**src/rtl/branch_update_ctrl_pkg.sv**
```systemverilog
// rtl/branch_update_ctrl_pkg.sv - shared widths, FSM states and D/E record for branch_update_ctrl
package branch_update_ctrl_pkg;

   localparam int IDX_W_DEFAULT = 6;
   localparam int PC_W_DEFAULT  = 32;

   typedef enum logic {
      ST_IDLE    = 1'b0,
      ST_RECOVER = 1'b1
   } state_t;

   // Record widths follow the package defaults shared with the table ports
   typedef struct packed {
      logic                      valid;
      logic                      pred;
      logic [IDX_W_DEFAULT-1:0]  idx;
      logic [PC_W_DEFAULT-1:0]   target;
      logic [PC_W_DEFAULT-1:0]   pcPlus4;
   } de_rec_t;

endpackage

```
**src/rtl/branch_update_ctrl_sat_counter.sv**
```systemverilog
// rtl/branch_update_ctrl_sat_counter.sv - saturating event counter (sat_counter)
module sat_counter #(
   parameter int W = 16
) (
   input  logic         clk,
   input  logic         reset,
   input  logic         inc,
   output logic [W-1:0] count
);

   always_ff @(posedge clk or posedge reset) begin
      if (reset) begin
         count <= '0;
      end else if (inc && (count != '1)) begin
         count <= count + W'(1);
      end
   end

endmodule

```
**src/rtl/branch_update_ctrl.sv**
```systemverilog
// rtl/branch_update_ctrl.sv - resolves 1-bit branch predictions, updates the table, drives flush/redirect
module branch_update_ctrl
   import branch_update_ctrl_pkg::*;
#(
   parameter int IDX_W        = IDX_W_DEFAULT,
   parameter int PC_W         = PC_W_DEFAULT,
   parameter int FLUSH_CYCLES = 2,
   parameter bit WRITE_ALWAYS = 1'b0,
   parameter int CNT_W        = 16
) (
   input  logic             clk,
   input  logic             reset,
   input  logic             stall,
   input  logic             branchD,
   input  logic [IDX_W-1:0] addrD,
   input  logic             predD,
   input  logic [PC_W-1:0]  targetD,
   input  logic [PC_W-1:0]  pcPlus4D,
   input  logic             takenE,
   output logic             predEffD,
   output logic             we,
   output logic             wd,
   output logic [IDX_W-1:0] addrE,
   output logic             mispredictE,
   output logic             redirectValid,
   output logic [PC_W-1:0]  redirectPC,
   output logic             flush,
   output logic [CNT_W-1:0] brCount,
   output logic [CNT_W-1:0] missCount
);

   localparam int FC_W = (FLUSH_CYCLES > 1) ? $clog2(FLUSH_CYCLES) : 1;
   localparam logic [FC_W-1:0] FC_RELOAD = FC_W'(FLUSH_CYCLES - 1);

   de_rec_t         de_q;
   state_t          state_q, state_d;
   logic [FC_W-1:0] fc_q, fc_d;
   logic            res;
   logic            do_write;

   // The table only sees a write one edge after we rises, so forward it here
   assign predEffD = (we && (addrE == addrD)) ? wd : predD;

   assign res         = de_q.valid & ~stall;
   assign mispredictE = res & (takenE != de_q.pred);
   assign do_write    = res & (WRITE_ALWAYS | mispredictE);

   assign redirectValid = mispredictE;
   assign redirectPC    = mispredictE ? (takenE ? de_q.target : de_q.pcPlus4) : '0;
   assign flush         = mispredictE | (state_q == ST_RECOVER);

   always_ff @(posedge clk or posedge reset) begin
      if (reset) begin
         de_q <= '0;
      end else if (flush) begin
         de_q.valid <= 1'b0;
      end else if (!stall) begin
         de_q <= '{valid: branchD, pred: predEffD, idx: addrD,
                   target: targetD, pcPlus4: pcPlus4D};
      end
   end

   always_ff @(posedge clk or posedge reset) begin
      if (reset) begin
         we    <= 1'b0;
         wd    <= 1'b0;
         addrE <= '0;
      end else begin
         we <= do_write;
         if (do_write) begin
            wd    <= takenE;
            addrE <= de_q.idx;
         end
      end
   end

   always_ff @(posedge clk or posedge reset) begin
      if (reset) begin
         state_q <= ST_IDLE;
         fc_q    <= '0;
      end else begin
         state_q <= state_d;
         fc_q    <= fc_d;
      end
   end

   // fc counts the flush cycles still owed after the current one
   always_comb begin
      state_d = state_q;
      fc_d    = fc_q;
      case (state_q)
         ST_IDLE: begin
            if (mispredictE && (FLUSH_CYCLES > 1)) begin
               state_d = ST_RECOVER;
               fc_d    = FC_RELOAD;
            end
         end
         ST_RECOVER: begin
            if (mispredictE) begin
               fc_d = FC_RELOAD;
            end else if (!stall) begin
               if (fc_q <= FC_W'(1)) begin
                  state_d = ST_IDLE;
               end else begin
                  fc_d = fc_q - FC_W'(1);
               end
            end
         end
         default: state_d = ST_IDLE;
      endcase
   end

   sat_counter #(.W(CNT_W)) u_br_cnt (
      .clk   (clk),
      .reset (reset),
      .inc   (res),
      .count (brCount)
   );

   sat_counter #(.W(CNT_W)) u_miss_cnt (
      .clk   (clk),
      .reset (reset),
      .inc   (mispredictE),
      .count (missCount)
   );

endmodule

```
**config.mk**
```make
export PLATFORM = sky130hd
export DESIGN_NAME = branch_update_ctrl
export DESIGN_NICKNAME = d
export VERILOG_FILES = /design/src/rtl/branch_update_ctrl_pkg.sv /design/src/rtl/branch_update_ctrl_sat_counter.sv /design/src/rtl/branch_update_ctrl.sv
export SDC_FILE = /design/constraint.sdc
export NUM_CORES = 1
export LEC_CHECK = 0
export BUFFER_PORTS_ARGS = -buffer_cell sky130_fd_sc_hd__buf_2
export CAP_MARGIN = 20
export CORE_ASPECT_RATIO = 1.25
export CORE_MARGIN = 3
export CORE_UTILIZATION = 45
export DETAILED_ROUTE_END_ITERATION = 8
export PLACE_DENSITY = 0.78
export SETUP_SLACK_MARGIN = 0.02
export SYNTH_ARGS = -nofsm -noshare
export SYNTH_HDL_FRONTEND = slang
export SYNTH_SLANG_ARGS = --single-unit
```
**constraint.sdc**
```tcl
create_clock -name clk -period 3.83 [get_ports clk]
set_input_delay 0.766 -clock clk [delete_from_list [all_inputs] [get_ports clk]]
set_output_delay 0.766 -clock clk [all_outputs]
set_load 0.1 [all_outputs]
```
==> run_results.csv <==
group,metric,value,unit
synthesis,synthAdderAreaFrac,0.456,%
clock_tree,cts_sinks,113,
synthesis,ys_warn_count,0,
global_route,grt_pass1_wl,21100,um
synthesis,synth_cell_types,47,
layout,diodes,0,
global_route,grt_overflow,0,
drt,first_pass_iters,4,
clock_tree,clk_latency,0.40,ns
global_route,grt_util_met1,22.8,%
die,die-area,13600,um2
die,die_h,129,um
drt,drt-wirelength-per-cell,17.0,um
layout,layout-drive-gt1-share,44.2,%
worst_hold_path,hp-class,"input port to async pin",
timing,fin_crit,3.06,ns
synthesis,synth_fp_nets,499,
timing,hold_viol_final,0,
synthesis,synth_seq_cells,113,
timing,tightest_slew,0.730,ns
global_route,grt_pass1_vias,4319,
power_and_ir_drop,irDropWorstVdd,442,uV
timing,clock_skew,0.0105,ns
clock_tree,cts_buffers,17,
place,finalWeightedCongestion,0.775,
synthesis,ys.flop_type,"dfrtp_1",
timing,slew_violations,0,
place,dp_slack,0.777,ns
clock_tree,cts_tree,"built",
global_route,top_usage_layer,"met2",
timing,setup_viol,0,
synthesis,synthMuxAreaShare,25.1,%
synthesis,synth_edf_count,0,
clock_tree,cts_root_buf,"clkbuf_16",
worst_setup_path,end_kind,"output pin",
die,rows,44,
drt,via_per_inst,5.18,
synthesis,synthXorXnorAreaFrac,5.56,%
layout,multi_input_area,2510,um2
place,hpwlAfterDp,9020,um
die,die_w,105,um
synthesis,synth_compound_area_share,1.60,%
synthesis,yosysTopAreaCell,"dfrtp_1",
worst_setup_path,worstPathMaxFanout,22,
drt,drc_errors,0,
timing,rsz0062_at_grt,"no",
synthesis,yosysSeqAreaShare,51.5,%
timing,setup_ws,0.766,ns
global_route,track_usage,19.6,%
timing,fmaxAchievable,326,MHz
drt,first_iter_violations,156,
outcome,status,"completed",
timing,slew_headroom,51.3,%
synthesis,synth_top_family_by_area,"multiplexers",
run,cap_violations,0,
layout,fill_cells,888,
synthesis,synth_area_leaders,"dfrtp_1, mux2_4, mux2i_1",
drt,routed-via-count,3889,
layout,area_growth,36.5,%
timing,finalSetupTns,0,ns
drt,drtAntennaViolNets,0,
global_route,use_met3,8.47,%
power_and_ir_drop,power.density,837,nW/um2
clock_tree,hold_buffers,0,
drt,finalWirelength,12800,um
worst_setup_path,worst-setup-path-type,"input port to output pin",
synthesis,synth-simple-area-share,12.8,%
global_route,grt_max_degree,58,
synthesis,syn-instance-count,421,
global_route,grt_antenna_before_repair,1,
layout,fin_nets,656,
clock_tree,cts_max_path_buffers,2,
die,io_pins,152,
timing,period_share,80.0,%
worst_setup_path,critical_path_required,3.06,ns
layout,final_util,63.6,%
synthesis,synth_area,5490,um2
clock_tree,clkTransAtPathRegs,0.05,ns
clock_tree,htreeDepth,4,
clock_tree,postCtsSetupBuffers,0,
die,initial_core_util,46.6,%
synthesis,synthArstFlopShare,100,%
die,core,11800,um2
global_route,grtUsageMet2,33.2,%
synthesis,netlist.area_leader.share,51.5,%
worst_setup_path,start_kind,"input port",
power_and_ir_drop,power_leakage,0.00377,uW
worst_setup_path,cp.arrival,2.30,ns
place,io_buffers,151,
synthesis,avgSynthCellArea,13.0,um2
layout,seq_area,2830,um2
clock_tree,cts_resized,0,
## Yosys cell counts, drive strengths merged, types with 7 or more instances
library cell    n
buf            14
xnor2          14
dfrtp         113
mux2i          33
nand4          10
mux2           73
nor4            8
nand3          11
nor2           42
xor2           20
nor3            7
nand2          31
## registers in the layout (all words and copies together) (netlist names)
register and count:
state_q 1, addrE 6, u_miss_cnt.count 16, de_q 72, u_br_cnt.count 16, wd 1, we 1
## metal layers
layer  wire [um]  vias up  part of all wire [%]
met5          13        -                  0.10
met4          99        2                  0.78
met3        1060       11                   8.3
met2        6410      142                    50
met1        5190     1947                    41
li1            -     1787                     -
## through the flow
stage	power [uW]	cells	hold slack (ns)	area, um2
3_5_place_dp	4630	720	0.468	6870
5_1_grt	6540	751	0.509	7490
6_report	6270	751	0.488	7490
4_1_cts	6320	751	0.490	7490
3_3_place_gp	4550	720	0.456	6870
2_1_floorplan	4010	421	0.439	5490
## cells in the final DEF, fill, tap and decap left out, types with 3 or more instances in the layout
cell / synthesis / final
bufinv_16: 0 / 4
buf_12: 0 / 34
clkbuf_1: 5 / 3
nor4_1: 3 / 3
nand2_1: 31 / 31
nand3_1: 11 / 11
mux2_1: 12 / 12
xnor2_1: 14 / 14
xor2_1: 19 / 19
buf_4: 3 / 5
clkinvlp_4: 0 / 3
mux2i_1: 33 / 33
nor2_1: 42 / 42
nor3_1: 6 / 6
inv_1: 5 / 4
and4_1: 3 / 3
buf_2: 2 / 118
dfrtp_1: 113 / 113
nand4_1: 8 / 8
mux2_4: 60 / 60
clkbuf_16: 0 / 17
nor4_2: 4 / 4
a31oi_1: 4 / 4
## path summary, 6_finish.rpt
kind,endpoint,start,slack [ns],depth (start not counted)
worst min-delay path,de_q[71],reset,0.49,2
worst max register to register,de_q[68],de_q[70],1.76,4
min in group clk,addrE[4],de_q[68],0.49,2
worst max-delay path,redirectPC[16],stall,0.77,6
max in group asynchronous,addrE[0],reset,2.45,3
worst min register to register,addrE[4],de_q[68],0.49,2
## kinds of logic (layout without fill, tap and decap cells)
kind of cell             Yosys count  count (layout)
AND/OR/NAND/NOR                  128             128
adder cells (fa/ha/maj)            2               2
AO/OA/AOI/OAI                     13              13
XOR/XNOR                          34              34
multiplexers                     106             106
flip-flops                       113             113
buffers and inverters             25             194
## layout make-up
type,instances,area share [%]
timing repair buffer,157,17.5
inverter,6,0.334
clock buffer,22,6.20
multi-input combinational,283,33.5
sequential,113,37.7
tap,161,2.69
clock inverter,9,2.09
## worst max-delay path: stages
cell and delay (ns):
buf_2 0.14, and2b_1 0.29, nand2_1 0.30, buf_4 0.33, nor2_1 0.24, buf_12 0.21
## where the power goes
group | internal, uW | switching (uW) | total (uW)
clock network | 1120 | 529 | 1650
logic | 1010 | 1600 | 2610
registers | 1670 | 353 | 2020
Note: power is estimated with default switching activity, not from simulation.
